## config.mk

```make
export PLATFORM = sky130hd
export DESIGN_NAME = dmem_arbiter
export DESIGN_NICKNAME = d
export VERILOG_FILES = /design/src/rtl/dmem_arbiter.sv
export SDC_FILE = /design/constraint.sdc
export NUM_CORES = 1
export LEC_CHECK = 0
export CAP_MARGIN = 20
export CELL_PAD_IN_SITES_DETAIL_PLACEMENT = 2
export CELL_PAD_IN_SITES_GLOBAL_PLACEMENT = 2
export CORE_ASPECT_RATIO = 1.75
export CORE_MARGIN = 5
export CORE_UTILIZATION = 15
export CTS_CLUSTER_DIAMETER = 50
export DETAILED_ROUTE_END_ITERATION = 16
export GPL_TIMING_DRIVEN = 0
export PLACE_DENSITY_LB_ADDON = 0.1
export SETUP_SLACK_MARGIN = 0.5
export SLEW_MARGIN = 30
export SYNTH_ARGS = -nofsm -noshare
export SYNTH_HDL_FRONTEND = slang
export SYNTH_SLANG_ARGS = --single-unit
export TNS_END_PERCENT = 30
```

## constraint.sdc

```tcl
create_clock -name clk -period 3.27 [get_ports clk]
set_input_delay 0.981 -clock clk [delete_from_list [all_inputs] [get_ports clk]]
set_output_delay 0.981 -clock clk [all_outputs]
set_load 0.005 [all_outputs]
```

## src/rtl/dmem_arbiter.sv

```systemverilog
// Round-robin, lock-capable arbiter sharing one data memory between two requesters.
// Optional grant/conflict statistics counters are enabled with `define DMEM_ARB_STATS_EN.
module dmem_arbiter #(
  parameter int D_WIDTH    = 32,
  parameter int LOCK_MAX   = 4,
  parameter int STAT_WIDTH = 16
) (
  input  logic               clk,
  input  logic               rst,
  input  logic               m0_req,
  input  logic               m0_we,
  input  logic               m0_lock,
  input  logic [31:0]        m0_addr,
  input  logic [D_WIDTH-1:0] m0_wdata,
  output logic               m0_gnt,
  output logic               m0_rvalid,
  output logic [D_WIDTH-1:0] m0_rdata,
  input  logic               m1_req,
  input  logic               m1_we,
  input  logic               m1_lock,
  input  logic [31:0]        m1_addr,
  input  logic [D_WIDTH-1:0] m1_wdata,
  output logic               m1_gnt,
  output logic               m1_rvalid,
  output logic [D_WIDTH-1:0] m1_rdata,
  output logic               mem_we,
  output logic [31:0]        mem_w_addr,
  output logic [D_WIDTH-1:0] mem_w_data,
  output logic               mem_re,
  output logic [31:0]        mem_r_addr,
  input  logic [D_WIDTH-1:0] mem_r_data
`ifdef DMEM_ARB_STATS_EN
  ,
  output logic [STAT_WIDTH-1:0] stat_gnt0,
  output logic [STAT_WIDTH-1:0] stat_gnt1,
  output logic [STAT_WIDTH-1:0] stat_conflict
`endif
);

  typedef enum logic [1:0] {ARB, LOCK0, LOCK1} state_t;

  localparam bit         LOCK_EN   = (LOCK_MAX > 1);
  localparam logic [7:0] LOCK_LAST = 8'(LOCK_MAX);

  state_t             state;
  logic               rr_ptr;
  logic [7:0]         lock_cnt;
  logic               rd_pend;
  logic               rd_tag;
  logic [D_WIDTH-1:0] rdata0_q;
  logic [D_WIDTH-1:0] rdata1_q;

  logic               any_gnt;
  logic               sel;
  logic               g_we;
  logic               g_lock;
  logic [31:0]        g_addr;
  logic [D_WIDTH-1:0] g_wdata;

  // NOTE: every output of a combinational block gets a default first, so no path infers a latch.
  always_comb begin
    m0_gnt = 1'b0;
    m1_gnt = 1'b0;
    if (!rst) begin
      unique case (state)
        ARB: begin
          if (m0_req && m1_req) begin
            m0_gnt = !rr_ptr;
            m1_gnt = rr_ptr;
          end else begin
            m0_gnt = m0_req;
            m1_gnt = m1_req;
          end
        end
        LOCK0:   m0_gnt = m0_req;
        LOCK1:   m1_gnt = m1_req;
        default: ;
      endcase
    end
  end

  assign any_gnt = m0_gnt | m1_gnt;
  assign sel     = m1_gnt;
  assign g_we    = sel ? m1_we    : m0_we;
  assign g_lock  = sel ? m1_lock  : m0_lock;
  assign g_addr  = sel ? m1_addr  : m0_addr;
  assign g_wdata = sel ? m1_wdata : m0_wdata;

  assign mem_we     = any_gnt & g_we;
  assign mem_re     = any_gnt & ~g_we;
  assign mem_w_addr = g_addr;
  assign mem_r_addr = g_addr;
  assign mem_w_data = g_wdata;

  // Read data is only valid for one cycle on mem_r_data; the holding registers keep it afterwards.
  assign m0_rvalid = rd_pend & ~rd_tag & ~rst;
  assign m1_rvalid = rd_pend &  rd_tag & ~rst;
  assign m0_rdata  = rst ? '0 : (m0_rvalid ? mem_r_data : rdata0_q);
  assign m1_rdata  = rst ? '0 : (m1_rvalid ? mem_r_data : rdata1_q);

  // NOTE: sequential state uses non-blocking assignments so every register samples pre-edge values.
  always_ff @(posedge clk) begin
    if (rst) begin
      state    <= ARB;
      rr_ptr   <= 1'b0;
      lock_cnt <= '0;
      rd_pend  <= 1'b0;
      rd_tag   <= 1'b0;
      rdata0_q <= '0;
      rdata1_q <= '0;
    end else begin
      rd_pend <= mem_re;
      if (mem_re) rd_tag <= sel;
      if (m0_rvalid) rdata0_q <= mem_r_data;
      if (m1_rvalid) rdata1_q <= mem_r_data;

      if (any_gnt) begin
        if (state == ARB) begin
          rr_ptr <= ~sel;
          if (g_lock && LOCK_EN) begin
            state    <= sel ? LOCK1 : LOCK0;
            lock_cnt <= 8'd1;
          end
        end else if (!g_lock || (lock_cnt + 8'd1) >= LOCK_LAST) begin
          state    <= ARB;
          rr_ptr   <= ~sel;
          lock_cnt <= '0;
        end else begin
          lock_cnt <= lock_cnt + 8'd1;
        end
      end
    end
  end

`ifdef DMEM_ARB_STATS_EN
  logic conflict;
  assign conflict = (m0_req && m1_req)
                  || (state == LOCK0 && m1_req)
                  || (state == LOCK1 && m0_req);

  always_ff @(posedge clk) begin
    if (rst) begin
      stat_gnt0     <= '0;
      stat_gnt1     <= '0;
      stat_conflict <= '0;
    end else begin
      if (m0_gnt   && stat_gnt0     != '1) stat_gnt0     <= stat_gnt0 + 1'b1;
      if (m1_gnt   && stat_gnt1     != '1) stat_gnt1     <= stat_gnt1 + 1'b1;
      if (conflict && stat_conflict != '1) stat_conflict <= stat_conflict + 1'b1;
    end
  end
`endif

endmodule

```

* Word level (Yosys, flattened, before mapping)
Index checks and enable logic that the tools add are counted.
** Storage, ports and cells
- Register bits :: 77
- Bits of input ports :: 168
- Output and inout bits :: 166
** Cells by class
- Add/subtract/negate cells :: 1
- Magnitude comparators :: 1
- Eq/ne operators :: 3
- Mux-type cells :: 23
- Bitwise operators :: 11
- Reductions and logical operators :: 9
** Operators with widths (count)
- two-way mux 32 bit :: 6
- two-way mux 8 bit :: 3
- adder 8 x 1 -> 8 bit (second input constant) :: 1
- greater-or-equal comparator 8 x 3 -> 1 bit (second input constant) :: 1
- two-way mux 1 bit :: 8
- two-way mux 2 bit :: 4
- bitwise AND 1 bit :: 6
- inverter 1 bit :: 4
- one-hot mux 1 bit (2 select lines) :: 2
- AND reduction 2 bit :: 2
- AND reduction 3 bit :: 1
- equality test 2 x 1 -> 1 bit (second input constant) :: 1
- equality test 2 bit (second input constant) :: 1
- zero test 1 bit :: 2
- zero test 2 bit :: 1
- inequality test 2 bit (second input constant) :: 1
- nonzero test 2 bit :: 1
- logical AND 1 bit :: 1
- logical OR 1 bit :: 1
- OR 1 bit :: 1

* Longest topological paths before layout
Gate-level depths: netlist (run 1).
- Depth in word-level cells :: 9
- Gate-level depth with buffers :: 8
- Depth with buffers taken out :: 6

* Least setup slack after synthesis (run 1)
OpenSTA, ideal clock, no wires.
- Kind :: input-to-output
- Start :: input port rst
- End :: output port mem_w_addr[13]
- Arrival :: 2.251 ns
- Required time :: 2.289 ns
- Path slack :: 0.038 ns
- Stages on the path :: 8
- Path buffers :: 3
- Cells stage by stage :: nor3b_1 -> o21ai_4 -> inv_1 -> buf_2 -> buf_1 -> nand2_1 -> nand2_1 -> buf_4
** Between the ends
- Longest elaborated chain between the ends :: 2
** Ends and longest elaborated chain
- from (decl) :: RTL line 9 : input logic rst,
- two-way mux 1 bit :: RTL line 64 : if (!rst) begin
- two-way mux 32 bit :: RTL line 86 : assign g_addr = sel ? m1_addr : m0_addr;
- to (decl) :: RTL line 27 : output logic [31:0] mem_w_addr,
No other way between the ends.

* Final worst setup path (run 1)
- Start :: input port rst
- End :: output port mem_w_data[10]
** Between the ends
- Longest elaborated chain between the ends :: 2
** Ends and longest elaborated chain
- two-way mux 1 bit :: RTL line 64
- two-way mux 32 bit :: RTL line 87 : assign g_wdata = sel ? m1_wdata : m0_wdata;
- to (decl) :: RTL line 28 : output logic [D_WIDTH-1:0] mem_w_data,
No other way between the ends.

==> flow_summary.yaml, run 1 <==
route:
  wl_met3_um: 2360
  wirelength_um: 26200
  drc: 0
  vias: 5574
  viasPerCell: 4.17
  drt.antenna.violating_nets: 0
  m1WireLength_um: 8660
  top_layer: "met5"
  drtPass1Iterations: 4
  wl_met2_um: 14800
  post_drt_wl_per_cell_um: 19.6
  drtIter0Drc: 87
synthesis:
  synth.top_cells.by_area: "dfxtp_1 (38%), nand2_1 (27%), nand3b_1 (6.1%)"
  synth_ff_type: "dfxtp_1"
  synth.most_common_cell: "nand2_1"
  yosysTopAreaCellShare_pct: 37.8
  ys_seq_area_share_pct: 37.8
  avgSynthCellArea_um2: 6.82
  ys_ff_latch: 77
  syn_nets: 767
  synth.top_cells.by_count: "nand2_1 (290), dfxtp_1 (77), nand2b_1 (33), nand3b_1 (33)"
  synth_cell_type_count: 38
  synthCells: 598
  yosysWarnings: 0
  async_flop_share_pct: 0
  synth-edff-count: 0
  yosysTopAreaCell: "dfxtp_1"
  synth_area_um2: 4080
critical_path:
  worstPathRequired_ns: 2.29
  critical_path.startpoint: "rst"
  r2r-end: "rr_ptr$_SDFFE_PP0P_"
  rrSetupSlack_ns: 1.19
  timing.rr.start: "lock_cnt[0]$_SDFFE_PP0P_"
  cp-start-kind: "primary input"
  cpPeakStageDelay_ns: 0.20
  slowest_stage: "nor3b_4"
  rr_worst_depth: 6
  crit_end: "mem_w_data[10]"
  cp_max_fo: 5
  cp_cell_sequence: "buf_12 > nor3b_4 > o21ai_4 > buf_12 > inv_12 > buf_12 > buf_12 > buf_8 > buf_6 > nand2_2 > nand2_2 > buf_6"
  critical_path.most_common_cell: "buf_12"
  cp.arrival_ns: 2.29
  setup.worst_path.class: "in -> out"
  critPathCaptureType: "output pin"
sta:
  final-hold-violation-count: 0
  fmax_mhz: 305
  period_share_pct: 100
  setup_ws_ns: -0.00546
  rsz0062_at_grt: "yes"
  tightest_slew_ns: 0.635
  setup_viol: 1
  relSlewSlack_pct: 57.1
  fin_worst_skew_ns: 0.00585
  tns_ns: -0.00546
  drv_slew: 0
  min_period_ns: 3.28
min_path:
  holdCritStartpoint: "rdata1_q[9]$_DFF_P_"
  whs_path_depth: 2
  min_path_type: "reg -> reg"
layout:
  area_growth_pct: 146
  nFillCells: 3011
  final_area_um2: 10000
  finalNonFillerCells: 1336
  nets: 1172
  drive_above_1_share_pct: 49.2
  final_util_pct: 37.1
placement:
  gp_congestion: 0.744
  placedCellCount: 1259
  post_dp_cell_area_um2: 7910
  dp_hpwl_um: 20000
  io_buffers: 333
clock_network:
  numCtsBuffers: 9
  clock_path_buffers: 2
  insertion_delay_ns: 0.35
  cts.sinks: 77
  htreeDepth: 3
  cts_tree: "built"
  holdBufCountCts: 0
  path_clk_slew_ns: 0.06
  cts_root_buf: "clkbuf_16"
floorplanning:
  die-width_um: 135
  placementRows: 80
  die-area_um2: 30700
  ios: 334
  core_um2: 27000
  die_h_um: 228
  initial_core_util_pct: 15.1
flow_run:
  max_cap_violations: 0
grt:
  grt_max_degree: 12
  grt_pass1_wl_um: 38000
  antenna_found_initial: 2
  gr-total-overflow: 0
  grt_usage_pct: 16.3
  grt_pass1_vias: 6025
run_status:
  status: "complete, but fails checks"
  violations: "negative setup slack"
power_and_ir_drop:
  p_per_area_nw_per_um2: 294
  power.total_mw: 2.95
  p_leak_nw: 4.86
  peakVddDrop_mv: 0.272
-- cell usage in the layout, fill, tap and decap left out, types with 3 or more instances in the layout --
| master | synthesis | routed |
|---|---|---|
| o21ai_2 | 0 | 26 |
| buf_4 | 32 | 46 |
| and2_1 | 9 | 9 |
| nor3_1 | 3 | 3 |
| clkbuf_16 | 0 | 24 |
| buf_6 | 0 | 93 |
| nor2_1 | 9 | 9 |
| clkbuf_4 | 0 | 5 |
| nand3b_1 | 33 | 33 |
| buf_2 | 2 | 82 |
| clkbuf_8 | 0 | 6 |
| nand2_2 | 0 | 71 |
| nand2_4 | 0 | 80 |
| dlygate4sd2_1 | 0 | 10 |
| nand2b_1 | 33 | 33 |
| buf_8 | 0 | 10 |
| buf_12 | 0 | 15 |
| nand2_1 | 290 | 139 |
| a21oi_1 | 5 | 4 |
| dfxtp_1 | 77 | 77 |
| o21ai_4 | 1 | 7 |
| clkbuf_2 | 0 | 10 |
| inv_1 | 8 | 6 |
| clkdlybuf4s50_1 | 0 | 165 |
-- where the power goes --
part           internal (mW)  switching [mW]  total, mW
Combinational          0.613           0.418       1.03
Clock                  0.545           0.394      0.939
Sequential             0.969          0.0137      0.982
-- how the worst min path moves through the flow --
stage,to,slack (ns)
finish,rdata1_q[9]$_DFF_P_,0.47
global route,rdata0_q[6]$_DFF_P_,0.48
CTS,rdata0_q[2]$_DFF_P_,0.48
detailed placement,rdata1_q[17]$_DFF_P_,0.47
global placement,rdata1_q[0]$_DFF_P_,0.46
floorplan,lock_cnt[7]$_SDFFE_PP0P_,0.45
-- per-layer routing --
metal | track usage [%] | up-vias
li1 | - | 2680
met1 | 15.2 | 2639
met2 | 32.0 | 235
met3 | 6.39 | 18
met4 | 4.36 | 2
met5 | 0 | -
-- layout make-up --
| class | instances | area (um^2) | area share [%] |
|---|---|---|---|
| Antenna cell | 2 | 5.00 | 0.0499 |
| Buffer | 67 | 908 | 9.06 |
| Clock buffer | 12 | 256 | 2.56 |
| Clock inverter | 2 | 10.0 | 0.0998 |
| Inverter | 8 | 55.1 | 0.549 |
| Multi-Input combinational cell | 446 | 3130 | 31.2 |
| Sequential cell | 77 | 1540 | 15.4 |
| Tap cell | 328 | 410 | 4.09 |
| Timing Repair Buffer | 394 | 3720 | 37.0 |
-- registers in the layout, summed over array words and instances (netlist names) --
name      count
lock_cnt      8
rd_pend       1
rd_tag        1
rdata0_q     32
rdata1_q     32
rr_ptr        1
state         2
-- kinds of logic after synthesis --
kind of cell	share of synthesized area [%]
AO/OA/AOI/OAI	8.28
AND/OR/NAND/NOR	42.3
XOR/XNOR	0.644
multiplexers	0.767
buffers and inverters	9.91
flip-flops	37.8
adder cells (fa/ha/maj)	0.307
-- critical path, delay by kind of cell --
kind,cells,cell delay (ns)
simple gates,3,0.33
buf+inv,8,0.87
compound gates,1,0.10
-- what timing repair did --
action,CTS,global route
setup endpoints to repair,185,166
resized for setup,678,465
hold endpoints to repair,0,0
pin swaps,32,92
gates cloned,12,1
setup buffers,37,11
-- metrics by stage --
| stage | hold WS [ns] | setup WS, ns |
|---|---|---|
| after global placement | 0.464 | -1.40 |
| final | 0.469 | -0.00546 |
| after detailed placement | 0.470 | -1.33 |
| after CTS | 0.477 | -0.0345 |
| after floorplan | 0.450 | 0.409 |
| after global routing | 0.483 | -0.0788 |
Power figures use the tool's default switching activity.
==> run 2: changes to the inputs <==
CORE_ASPECT_RATIO = not set   (was 1.75)
CTS_BUF_LIST = sky130_fd_sc_hd__clkbuf_4 sky130_fd_sc_hd__clkbuf_8   (was not set)
==> flow_summary.yaml, run 2 (synthesis results as in run 1) <==
clock_network:
  cts_root_buf: "clkbuf_8"
  cts.sinks: 77
  insertion_delay_ns: 0.35
  clock_path_buffers: 2
  cts_tree: "built"
  path_clk_slew_ns: 0.07
  holdBufCountCts: 0
  htreeDepth: 3
  numCtsBuffers: 9
route:
  drtIter0Drc: 96
  vias: 5604
  viasPerCell: 4.12
  drc: 0
  drtPass1Iterations: 4
  post_drt_wl_per_cell_um: 20.1
  wirelength_um: 27300
  drt.antenna.violating_nets: 0
critical_path:
  worstPathRequired_ns: 2.29
  crit_family: "buffers and inverters"
  cp_cell_sequence: "buf_8 > nand2b_4 > o21ai_4 > inv_4 > buf_6 > buf_8 > buf_12 > buf_8 > buf_16 > nand2_1 > nand2_1 > buf_2"
  cp-start-kind: "primary input"
  critical_path.most_common_cell: "buf_8"
  setup.worst_path.class: "in -> out"
  slowest_stage: "o21ai_4"
  cp_max_fo: 5
  cpPeakStageDelay_ns: 0.22
  crit_buf_inv: 8
  critPathCaptureType: "output pin"
  cp.arrival_ns: 2.27
sta:
  setup_viol: 0
  fmax_mhz: 307
  rsz0062_at_grt: "yes"
  setup_ws_ns: 0.0160
  final-hold-violation-count: 0
  tightest_slew_ns: 0.550
  min_period_ns: 3.25
  drv_slew: 0
  fin_worst_skew_ns: 0.00947
  period_share_pct: 99.5
  relSlewSlack_pct: 63.3
grt:
  grt_pass1_vias: 5827
  antenna_found_initial: 11
  grt_max_degree: 13
  gr-total-overflow: 0
  grt_usage_pct: 16.7
  grt_pass1_wl_um: 39200
layout:
  area_growth_pct: 151
  nets: 1182
  final_area_um2: 10200
  final_common_cell: "clkdlybuf4s50_1"
  final_cell_mix: "clkdlybuf4s50_1 (165), nand2_1 (141), buf_6 (119)"
  drive_above_1_share_pct: 50.4
  top_regs: "rdata0_q (32), rdata1_q (32), lock_cnt (8)"
floorplanning:
  core_um2: 26900
  die-area_um2: 30600
  die_h_um: 175
  placementRows: 60
  ios: 334
  initial_core_util_pct: 15.2
  die-width_um: 175
power_and_ir_drop:
  p_per_area_nw_per_um2: 296
  p_leak_nw: 4.78
  peakVddDrop_mv: 0.158
  power.total_mw: 3.03
placement:
  dp_hpwl_um: 20500
  io_buffers: 333
  pre_cts_slack_ns: -1.39
  gp_congestion: 0.776
  post_dp_cell_area_um2: 7930
run_status:
  status: "finished clean"
min_path:
  min_path_type: "reg -> reg"
flow_run:
  max_cap_violations: 0
-- run 2: through the flow --
stage | setup TNS [ns] | hold slack (ns) | util, % | cells
floorplan | 0 | 0.450 | - | 598
global placement | -167.79 | 0.467 | 29.5 | 1272
finish | 0 | 0.473 | 38.1 | 1360
CTS | -0.0804 | 0.477 | 33.7 | 1351
global route | -0.607 | 0.497 | 38.1 | 1360
detailed placement | -167.88 | 0.469 | 29.5 | 1272
-- run 2: area by class of cell --
| type | instances | area [um^2] |
|---|---|---|
| fillers | 2963 | 16600 |
| repair buffers | 404 | 3850 |
| multi-input cells | 446 | 3170 |
| flip-flops and latches | 77 | 1540 |
| plain buffers | 67 | 950 |
| well taps | 341 | 427 |
| clock buffers | 12 | 153 |
| clock inverters | 4 | 95.1 |
| inverters | 8 | 45.0 |
| diodes | 1 | 2.50 |
-- run 2: timing repair --
| item | CTS | global route |
|---|---|---|
| gates cloned | 14 | 1 |
| pin swaps | 49 | 123 |
| endpoints found under the setup margin | 201 | 166 |
| resized for setup | 814 | 399 |
| buffers inserted | 49 | 7 |
-- run 2: final timing paths --
path	from	endpoint	slack, ns	depth (start not counted)
max	m0_req	mem_w_data[8]	0.02	12
min	rdata0_q[13]$_DFF_P_	rdata0_q[13]$_DFF_P_	0.47	2
max reg2reg	lock_cnt[0]$_SDFFE_PP0P_	rr_ptr$_SDFFE_PP0P_	1.18	6
min reg2reg	rdata0_q[13]$_DFF_P_	rdata0_q[13]$_DFF_P_	0.47	2
-- run 2: per-layer routing --
layer / vias up / share of wire (%) / global-route usage, %
met2: 201 / 50 / 29.7
li1: 2712 / - / -
met1: 2644 / 39 / 18.9
met4: 18 / 0.69 / 2.52
met5: - / 0.54 / 0
met3: 29 / 8.9 / 7.42
-- run 2: worst min-delay path: cells and delay by family (launching register included) --
| kind | cells | cell delay [ns] |
|---|---|---|
| AOI/OAI and AO/OA | 1 | 0.05 |
| DFF | 1 | 0.30 |
| and+or+nand+nor | 1 | 0.07 |
-- run 2: power breakdown --
group	switching [mW]	internal, mW
Sequential	0.0133	0.967
Clock	0.366	0.545
Combinational	0.456	0.681
